[src/rtl/edge_scan_arbiter.sv]
// Round-robin shared serial 0->1 transition detector: grants one requester, scans its word LSB-first.
// Optional falling-transition count is built when EDGE_SCAN_FALLING_EN is defined; otherwise fall_count is 0.
module edge_scan_arbiter #(
  parameter int NUM_REQ = 4,
  parameter int ID_W    = 2,
  parameter int DATA_W  = 8,
  parameter int CNT_W   = 4
) (
  input  logic                      clk,
  input  logic                      reset,
  input  logic [NUM_REQ-1:0]        req,
  input  logic [NUM_REQ*DATA_W-1:0] data_in,
  output logic [NUM_REQ-1:0]        grant,
  output logic                      busy,
  output logic                      done,
  output logic [ID_W-1:0]           done_id,
  output logic [CNT_W-1:0]          edge_count,
  output logic [CNT_W-1:0]          fall_count
);

  localparam int BC_W = $clog2(DATA_W + 1);

  typedef enum logic [1:0] {S_IDLE, S_SHIFT, S_DONE} state_t;
  typedef enum logic [1:0] {D_A, D_B, D_C} det_t;

  state_t r_state, w_state_nxt;
  det_t   r_det, w_det_nxt;

  logic [DATA_W-1:0]  r_shreg;
  logic [BC_W-1:0]    r_bitcnt;
  logic [ID_W-1:0]    r_rr;
  logic [ID_W-1:0]    r_id;
  logic [CNT_W-1:0]   r_rise;
  logic [NUM_REQ-1:0] r_grant;
  logic               r_done;
  logic [ID_W-1:0]    r_done_id;
  logic [CNT_W-1:0]   r_edge_q;

  logic               w_any;
  logic [ID_W-1:0]    w_sel;
  logic               w_bit;
  logic               w_rise;
  logic               w_last;
  logic [ID_W-1:0]    w_rr_nxt;

  // Arbiter: first set request at or after the rr pointer, wrapping modulo NUM_REQ.
  always_comb begin
    int j;
    logic [ID_W-1:0] idx;
    w_any = 1'b0;
    w_sel = '0;
    j     = 0;
    idx   = '0;
    for (int k = 0; k < NUM_REQ; k++) begin
      j = int'(r_rr) + k;
      if (j >= NUM_REQ) j = j - NUM_REQ;
      idx = ID_W'(j);
      if (!w_any && req[idx]) begin
        w_any = 1'b1;
        w_sel = idx;
      end
    end
  end

  assign w_bit    = r_shreg[0];
  assign w_last   = (r_bitcnt == BC_W'(DATA_W - 1));
  assign w_rr_nxt = (r_id == ID_W'(NUM_REQ - 1)) ? '0 : r_id + 1'b1;

`ifdef EDGE_SCAN_FALLING_EN
  logic             w_fall;
  logic [CNT_W-1:0] r_fall;
  logic [CNT_W-1:0] r_fall_q;
`endif

  // Detector: A start, B last bit 0, C last bit 1.
  always_comb begin
    w_det_nxt = D_A;
    w_rise    = 1'b0;
`ifdef EDGE_SCAN_FALLING_EN
    w_fall    = 1'b0;
`endif
    case (r_det)
      D_A: w_det_nxt = w_bit ? D_C : D_B;
      D_B: begin
        w_det_nxt = w_bit ? D_C : D_B;
        w_rise    = w_bit;
      end
      D_C: begin
        w_det_nxt = w_bit ? D_C : D_B;
`ifdef EDGE_SCAN_FALLING_EN
        w_fall    = !w_bit;
`endif
      end
      default: w_det_nxt = D_A;
    endcase
  end

  always_ff @(posedge clk) begin
    if (reset) r_state <= S_IDLE;
    else       r_state <= w_state_nxt;
  end

  always_comb begin
    w_state_nxt = r_state;
    case (r_state)
      S_IDLE:  if (w_any) w_state_nxt = S_SHIFT;
      S_SHIFT: if (w_last) w_state_nxt = S_DONE;
      S_DONE:  w_state_nxt = S_IDLE;
      default: w_state_nxt = S_IDLE;
    endcase
  end

  always_comb begin
    busy = (r_state != S_IDLE);
  end

  always_ff @(posedge clk) begin
    if (reset) begin
      r_det     <= D_A;
      r_shreg   <= '0;
      r_bitcnt  <= '0;
      r_rr      <= '0;
      r_id      <= '0;
      r_rise    <= '0;
      r_grant   <= '0;
      r_done    <= 1'b0;
      r_done_id <= '0;
      r_edge_q  <= '0;
    end else begin
      r_grant <= '0;
      r_done  <= 1'b0;
      case (r_state)
        S_IDLE: if (w_any) begin
          r_shreg  <= data_in[w_sel*DATA_W +: DATA_W];
          r_grant  <= NUM_REQ'(1) << w_sel;
          r_id     <= w_sel;
          r_bitcnt <= '0;
          r_rise   <= '0;
          r_det    <= D_A;
        end
        S_SHIFT: begin
          r_shreg  <= r_shreg >> 1;
          r_bitcnt <= r_bitcnt + 1'b1;
          r_det    <= w_det_nxt;
          if (w_rise) r_rise <= r_rise + 1'b1;
        end
        S_DONE: begin
          r_done    <= 1'b1;
          r_done_id <= r_id;
          r_edge_q  <= r_rise;
          r_rr      <= w_rr_nxt;
        end
        default: ;
      endcase
    end
  end

`ifdef EDGE_SCAN_FALLING_EN
  always_ff @(posedge clk) begin
    if (reset) begin
      r_fall   <= '0;
      r_fall_q <= '0;
    end else begin
      if (r_state == S_IDLE && w_any)            r_fall   <= '0;
      else if (r_state == S_SHIFT && w_fall)     r_fall   <= r_fall + 1'b1;
      if (r_state == S_DONE)                     r_fall_q <= r_fall;
    end
  end
  assign fall_count = r_fall_q;
`else
  assign fall_count = '0;
`endif

  assign grant      = r_grant;
  assign done       = r_done;
  assign done_id    = r_done_id;
  assign edge_count = r_edge_q;

endmodule

[config.mk]
export PLATFORM = sky130hd
export DESIGN_NAME = edge_scan_arbiter
export DESIGN_NICKNAME = d
export VERILOG_FILES = /design/src/rtl/edge_scan_arbiter.sv
export SDC_FILE = /design/constraint.sdc
export NUM_CORES = 1
export LEC_CHECK = 0
export CAP_MARGIN = 20
export CORE_AREA = 2 2 68 70
export DETAILED_ROUTE_END_ITERATION = 16
export DIE_AREA = 0 0 70 72
export PLACE_DENSITY = 0.85
export SLEW_MARGIN = 20
export SYNTH_ARGS = -nofsm -noshare
export SYNTH_HDL_FRONTEND = slang
export SYNTH_SLANG_ARGS = --single-unit
[constraint.sdc]
create_clock -name clk -period 2.9 [get_ports clk]
set_clock_uncertainty 0.2 [all_clocks]
set_input_delay 0.58 -clock clk [delete_from_list [all_inputs] [get_ports clk]]
set_output_delay 0.58 -clock clk [all_outputs]
set_load 0.1 [all_outputs]
==> run_results.csv, run 1 <==
group,metric,value,unit
floorplanning,die_w,70,um
worst_setup_path,worst-endpoint-arrival,2.58,ns
worst_setup_path,cpMaxStageDelayCell,"sky130_fd_sc_hd__clkdlybuf4s50_1",
timing,timing_worst_slew_pin_value,0.772,ns
yosys,yosysTopAreaCell,"sky130_fd_sc_hd__dfxtp_1",
floorplanning,ios,54,
timing,final.hold.worst_slack,0.257,ns
finish,num_antenna_cells,0,
grt,groute.usage.overall,18.3,%
clock_network,path_clk_slew,0.08,ns
routing,via_total_after_detailed_routing,1702,
worst_setup_path,crit_path_start,"req[3]",
place,gp_routability_congestion,0.828,
grt,grt_pass1_wl,7360,um
finish,nFillCells,400,
yosys,synthDominantCellAreaShare,37.9,%
clock_network,numClockSinks,35,
timing,totalNegativeSetupSlack,0,ns
clock_network,cts.hold.buffers_added,0,
yosys,yosysWarningCount,0,
timing,layout_worst_path_cycle_share,90.4,%
clock_network,cts_made_buffers,5,
clock_network,cts_root_buf,"sky130_fd_sc_hd__clkbuf_8",
power_and_ir_drop,power.static_leakage,0.897,nW
yosys,largest_family_of_logic_cells_by_synthesized_area,"simple AND/OR/NAND/NOR gates",
yosys,count_of_flip_flops_with_a_built_in_enable_after_synthesis,0,
timing,finalHoldViolCount,0,
place,dp_hpwl,3250,um
timing,rsz0062_at_grt,"no",
place,area_of_placed_instances,2320,um^2
yosys,synth_mux_area_share,1.15,%
clock_network,cts_max_path_buffers,2,
worst_setup_path,setup.worst_path.class,"input pin to flip-flop",
power_and_ir_drop,max-vdd-ir-drop,0.000192,V
finish,area_delta_synth_final,30.4,%
yosys,ys_ff_latch,35,
yosys,synth_fa_ha_area_share,2.03,%
yosys,ranking_of_synthesized_cells_by_area,"sky130_fd_sc_hd__dfxtp_1 38%, sky130_fd_sc_hd__a211oi_2 6.8%, sky130_fd_sc_hd__nand2_1 5.5%",
finish,design_area,2410,um^2
finish,post_route_cells_drive_above_1_share,18.0,%
finish,finalNetCount,301,
clock_network,post_cts_resized,0,
finish,reg_area,701,um^2
clock_network,worst_skew_pair.late_latency,0.29,ns
routing,drt_wl_total,4390,um
floorplanning,die_height,72,um
yosys,synth_simple_gate_area_share,26.3,%
flow_run,cap_viol_max_count,0,
floorplanning,std_cell_rows,24,
grt,globalRoute.totalOverflow,0,
worst_setup_path,cp_data_required_time,2.86,ns
power_and_ir_drop,power_density,461,nW/um^2
worst_setup_path,cp_num_buf_inv,2,
worst_setup_path,chain_of_cells_forming_the_critical_path,"clkdlybuf4s50_1, nor2_1, or4b_1, buf_4, and3_1, a211oi_1, o32ai_1",
timing,setup_viol,0,
timing,max-slew-margin-rel,48.4,%
grt,first_global_vias,1625,
finish,area_of_combinational_cells_with_multiple_inputs,1020,um^2
timing,finalCriticalPeriod,2.62,ns
routing,avgRoutedWirePerCell,14.0,um
yosys,synth_ff_type,"sky130_fd_sc_hd__dfxtp_1",
clock_network,buffer_count_from_post_cts_setup_fixing,0,
floorplanning,core_region_area,4260,um^2
worst_setup_path,critical-path-max-stage-delay,0.55,ns
worst_setup_path,r2r_start,"r_rr[0]$_SDFFE_PP0P_",
floorplanning,initial_core_util,43.4,%
routing,drt-pass1-iter-count,4,
routing,drc,0,
min_path,holdCritStartpoint,"edge_count[2]$_SDFFE_PP0P_",
grt,grt_start_max_net_pins,33,
worst_setup_path,critical_path.endpoint_type,"flip-flop",
routing,drtIter0Drc,113,
yosys,synth.avg_cell_area,8.72,um^2
min_path,worst_hold_path_type,"flip-flop to flip-flop",
routing,ant_nets,0,
clock_network,tritoncts_clock_tree,"done",
place,port_buffer_count,49,
grt,antenna_found_initial,0,
yosys,yosysSeqAreaShare,37.9,%
yosys,asyncSetResetFlopFracSynth,0,%
worst_setup_path,cp-start-kind,"input pin",
worst_setup_path,path_delay_family,"simple AND/OR/NAND/NOR gates",
floorplanning,fp.dieArea,5040,um^2
clock_network,htreeDepth,2,
yosys,yosys.cell_types.count,43,
routing,route.detailed.vias_per_inst,5.44,
timing,max_slew_vio_count,0,
yosys,compound_gate_portion_of_the_synthesized_area,24.0,%
timing,fmax,382,MHz
status,run_status,"finished, final reports clean",
worst_setup_path,timing.critical_path.fanout_max,16,
yosys,yosys.area_share.xor_xnor,0.947,%
yosys,netlist_instances,212,
yosys,mappedNetlistArea,1850,um^2
==> registers in the layout, indices dropped and copies added (netlist names) <==
name and count:
grant 4, r_state 2, r_det 2, r_id 2, r_rise 4, done_id 2, r_bitcnt 4, r_shreg 8
done 1, r_rr 2, edge_count 4
==> per-layer routing <==
metal  up-vias  global-route usage, %  part of all wire, %
met5         -                      0                    0
met3         8                   4.31                  4.0
met1       788                   21.0                   42
li1        861                      -                    -
met2        45                   33.0                   52
met4         0                   7.05                  2.1
==> logic make-up after synthesis <==
| kind of cell | Yosys count |
|---|---|
| simple gates | 93 |
| fa+ha+maj | 3 |
| mux | 2 |
| xor+xnor | 2 |
| other cells | 1 |
| compound gates | 55 |
| buf+inv | 21 |
| flops | 35 |
==> through the flow <==
| stage | setup slack (ns) | std cells | total power [mW] | utilization (%) |
|---|---|---|---|---|
| 2_1_floorplan | 0.662 | 215 | 0.694 | - |
| 3_3_place_gp | 0.0194 | 305 | 0.769 | 54.5 |
| 3_5_place_dp | 0.0254 | 305 | 0.775 | 54.5 |
| 4_1_cts | 0.316 | 313 | 1.12 | 56.5 |
| 5_1_grt | 0.208 | 313 | 1.16 | 56.5 |
| 6_report | 0.279 | 313 | 1.11 | 56.5 |
==> power breakdown <==
group / switching [mW] / internal, mW / leakage [nW]
Sequential: 0.0159 / 0.503 / 0.285
Combinational: 0.139 / 0.109 / 0.572
Clock: 0.179 / 0.167 / 0.0402
==> cell usage in the layout, fill, tap and decap left out, types with 2 or more instances in the layout <==
cell / netlist / final
sky130_fd_sc_hd__nor4b_1: 2 / 2
sky130_fd_sc_hd__nor2_1: 19 / 19
sky130_fd_sc_hd__o21ai_0: 3 / 3
sky130_fd_sc_hd__nor2b_1: 6 / 6
sky130_fd_sc_hd__nor3_1: 7 / 7
sky130_fd_sc_hd__clkbuf_8: 0 / 5
sky130_fd_sc_hd__clkinvlp_4: 0 / 2
sky130_fd_sc_hd__nand3_1: 2 / 2
sky130_fd_sc_hd__conb_1: 1 / 4
sky130_fd_sc_hd__nand2_1: 27 / 27
sky130_fd_sc_hd__a22oi_1: 7 / 7
sky130_fd_sc_hd__a211oi_2: 10 / 10
sky130_fd_sc_hd__nand4_1: 3 / 3
sky130_fd_sc_hd__nand3b_1: 2 / 2
sky130_fd_sc_hd__dfxtp_1: 35 / 35
sky130_fd_sc_hd__o32ai_1: 6 / 6
sky130_fd_sc_hd__a211oi_1: 6 / 6
sky130_fd_sc_hd__a21oi_1: 15 / 15
sky130_fd_sc_hd__a32oi_1: 2 / 2
sky130_fd_sc_hd__ha_1: 3 / 3
sky130_fd_sc_hd__xor2_1: 2 / 2
sky130_fd_sc_hd__or2_2: 2 / 2
sky130_fd_sc_hd__and3_1: 13 / 13
sky130_fd_sc_hd__clkdlybuf4s50_1: 0 / 37
sky130_fd_sc_hd__buf_4: 5 / 22
sky130_fd_sc_hd__nand2b_1: 3 / 3
==> worst reg2reg max path, delay by kind of cell, from the launching register on <==
family	cells	cell delay, ns
buffers and inverters	1	0.21
AO/OA/AOI/OAI	2	0.42
AND/OR/NAND/NOR	3	0.77
flip-flops	1	0.39
==> cells in the mapped netlist (2+ instances only) <==
cell and number:
sky130_fd_sc_hd__xor2_1 2, sky130_fd_sc_hd__o21ai_0 3, sky130_fd_sc_hd__buf_2 2, sky130_fd_sc_hd__nor2_1 19
sky130_fd_sc_hd__a32oi_1 2, sky130_fd_sc_hd__nor2b_1 6, sky130_fd_sc_hd__nand2_1 27, sky130_fd_sc_hd__nand3_1 2
sky130_fd_sc_hd__clkbuf_1 9, sky130_fd_sc_hd__buf_4 5, sky130_fd_sc_hd__and3_1 13, sky130_fd_sc_hd__nor3_1 7
sky130_fd_sc_hd__nand3b_1 2, sky130_fd_sc_hd__a21oi_1 15, sky130_fd_sc_hd__nand4_1 3, sky130_fd_sc_hd__o32ai_1 6
sky130_fd_sc_hd__or2_2 2, sky130_fd_sc_hd__a22oi_1 7, sky130_fd_sc_hd__ha_1 3, sky130_fd_sc_hd__a211oi_1 6
sky130_fd_sc_hd__nor4b_1 2, sky130_fd_sc_hd__a211oi_2 10, sky130_fd_sc_hd__dfxtp_1 35, sky130_fd_sc_hd__buf_6 3
sky130_fd_sc_hd__nand2b_1 3
==> final timing paths <==
path	end	slack [ns]	cells after the start
setup / recovery	r_shreg[2]$_SDFFE_PP0P_	0.28	7
hold / removal	edge_count[2]$_SDFFE_PP0P_	0.26	2
setup reg to reg	r_shreg[2]$_SDFFE_PP0P_	0.77	6
hold reg to reg	edge_count[2]$_SDFFE_PP0P_	0.26	2
==> area by class of cell <==
cell class	count	area share, %
multi-input cells	159	42.3
flip-flops and latches	35	29.1
repair buffers	59	22.2
clock buffers	5	2.85
well taps	52	2.70
clock inverters	3	0.830
(Power assumes the default switching activity.)
==> inputs of run 2 (changes only) <==
--- a/config.mk
+++ b/config.mk
@@ -9,7 +9,9 @@
 export CORE_AREA = 2 2 68 70
 export DETAILED_ROUTE_END_ITERATION = 16
 export DIE_AREA = 0 0 70 72
-export PLACE_DENSITY = 0.85
+export DONT_BUFFER_PORTS = 1
+export GPL_TIMING_DRIVEN = 0
+export PLACE_DENSITY = 0.69
 export SLEW_MARGIN = 20
 export SYNTH_ARGS = -nofsm -noshare
 export SYNTH_HDL_FRONTEND = slang
==> run 2 against run 1 <==
Core utilization down 8.6 points. Final area is 15% lower. Via count down 9.1%. Clock power rose by 30%. Sequential cell count stayed put. Die area stayed put. Cell count fell by 12%. Sequential power up 3%. Hold slack better by 0.019 ns. Setup slack better by 0.24 ns. Critical endpoint is now r_shreg[3]$_SDFFE_PP0P_. Highest routed layer unchanged.
==> run_results.csv, run 2 (synthesis gave the netlist of run 1 again) <==
group,metric,value,unit
finish,post_layout_nonfiller_instances,275,
clock_network,cts_made_buffers,5,
floorplanning,initial_core_util,43.4,%
place,port_buffer_count,0,
timing,finalHoldViolCount,0,
grt,globalRoute.totalOverflow,0,
place,dp_hpwl,2880,um
routing,ant_nets,0,
floorplanning,std_cell_rows,24,
timing,rsz0062_at_grt,"no",
worst_setup_path,worst-endpoint-arrival,2.33,ns
finish,finalNetCount,263,
timing,max_slew_vio_count,0,
timing,max-slew-margin-rel,35.7,%
power_and_ir_drop,power.static_leakage,0.734,nW
clock_network,path_clk_slew,0.07,ns
finish,num_antenna_cells,0,
floorplanning,die_w,70,um
grt,grt_pass1_wl,6490,um
place,gp_routability_congestion,0.855,
min_path,worst_hold_path_type,"flip-flop to flip-flop",
clock_network,post_cts_resized,0,
finish,area_delta_synth_final,10.5,%
routing,drt-pass1-iter-count,4,
timing,finalCriticalPeriod,2.38,ns
routing,via_total_after_detailed_routing,1547,
status,run_status,"finished, final reports clean",
routing,avgRoutedWirePerCell,14.1,um
worst_setup_path,cp-start-kind,"flip-flop",
place,dp_worst_setup_slack,0.531,ns
timing,timing_worst_slew_pin_value,0.963,ns
routing,drc,0,
grt,grt_start_max_net_pins,12,
routing,drtIter0Drc,52,
timing,setup_viol,0,
power_and_ir_drop,max-vdd-ir-drop,0.000225,V
clock_network,worst_skew_pair.late_latency,0.29,ns
routing,route.detailed.vias_per_inst,5.63,
floorplanning,fp.dieArea,5040,um^2
power_and_ir_drop,power_density,569,nW/um^2
finish,post_route_cells_drive_above_1_share,16.1,%
clock_network,tritoncts_clock_tree,"done",
clock_network,htreeDepth,2,
timing,worst_slack,0.524,ns
timing,fmax,421,MHz
clock_network,cts_root_buf,"sky130_fd_sc_hd__clkbuf_8",
floorplanning,die_height,72,um
timing,totalNegativeSetupSlack,0,ns
finish,register_name_with_the_most_flops,"r_shreg",
grt,first_global_vias,1446,
worst_setup_path,critical_path.endpoint_type,"flip-flop",
clock_network,cts.hold.buffers_added,0,
timing,layout_worst_path_cycle_share,81.9,%
clock_network,buffer_count_from_post_cts_setup_fixing,0,
finish,largest_reg_flops,8,
timing,final.hold.worst_slack,0.275,ns
floorplanning,core_region_area,4260,um^2
worst_setup_path,cp_data_required_time,2.86,ns
worst_setup_path,setup.worst_path.class,"flip-flop to flip-flop",
place,placedCellCount,267,
grt,groute.usage.overall,16.1,%
clock_network,cts_max_path_buffers,2,
finish,layout_common_cells,"35 x sky130_fd_sc_hd__dfxtp_1, 27 x sky130_fd_sc_hd__nand2_1, 19 x sky130_fd_sc_hd__nor2_1",
finish,layout_commonest_cell,"sky130_fd_sc_hd__dfxtp_1",
clock_network,numClockSinks,35,
flow_run,cap_viol_max_count,0,
worst_setup_path,timing.critical_path.fanout_max,10,
floorplanning,ios,54,
routing,drt_wl_total,3860,um
grt,antenna_found_initial,0,
-- run 2: cell count changes in the layout (fill, tap and decap cells not counted) --
cell / before / now
sky130_fd_sc_hd__clkinvlp_4: 2 / 0
sky130_fd_sc_hd__clkbuf_8: 5 / 6
sky130_fd_sc_hd__clkbuf_1: 0 / 9
sky130_fd_sc_hd__bufinv_16: 0 / 1
sky130_fd_sc_hd__buf_6: 0 / 3
sky130_fd_sc_hd__clkdlybuf4s50_1: 37 / 0
sky130_fd_sc_hd__buf_2: 0 / 2
sky130_fd_sc_hd__buf_12: 0 / 1
sky130_fd_sc_hd__buf_1: 0 / 1
sky130_fd_sc_hd__buf_4: 22 / 5
-- run 2: layout make-up --
type | instances | area [um^2]
multi-input cells | 159 | 1020
clock buffers | 6 | 82.6
clock inverters | 2 | 35.0
fillers | 437 | 2220
flip-flops and latches | 35 | 701
plain buffers | 21 | 139
well taps | 52 | 65.1
-- run 2: worst max-delay path: stages (launching register included) --
cell and delay (ns):
sky130_fd_sc_hd__dfxtp_1 0.34, sky130_fd_sc_hd__or2_2 0.55, sky130_fd_sc_hd__nor2_1 0.51, sky130_fd_sc_hd__nor2_1 0.12, sky130_fd_sc_hd__buf_2 0.21, sky130_fd_sc_hd__a22oi_1 0.19, sky130_fd_sc_hd__o32ai_2 0.11
-- run 2: final timing paths --
check	start	end	slack, ns	depth (start not counted)
max	r_state[1]$_SDFFE_PP0P_	r_shreg[3]$_SDFFE_PP0P_	0.52	6
min	r_rise[3]$_SDFFE_PP0P_	edge_count[3]$_SDFFE_PP0P_	0.28	2
max reg2reg	r_state[1]$_SDFFE_PP0P_	r_shreg[3]$_SDFFE_PP0P_	0.52	6
min reg2reg	r_rise[3]$_SDFFE_PP0P_	edge_count[3]$_SDFFE_PP0P_	0.28	2
-- run 2: where the power goes --
part           switching (mW)  internal, mW
clock                   0.172         0.278
combinational           0.112        0.0655
sequential             0.0317         0.503
-- run 2: metrics by stage --
step,instance area (um^2),utilization [%],power (mW)
floorplan,1860,-,0.694
global placement,1930,45.2,0.721
detailed placement,1930,45.2,0.723
CTS,2040,47.9,1.17
global route,2040,47.9,1.21
finish,2040,47.9,1.16
-- run 2: routing by layer --
metal  vias up  GRT usage [%]  part of all wire [%]
met4         0           7.05                   2.3
met1       714           20.1                    44
met2        43           26.6                    47
met3         8           4.17                   6.3
met5         -              0                     0
li1        782              -                     -
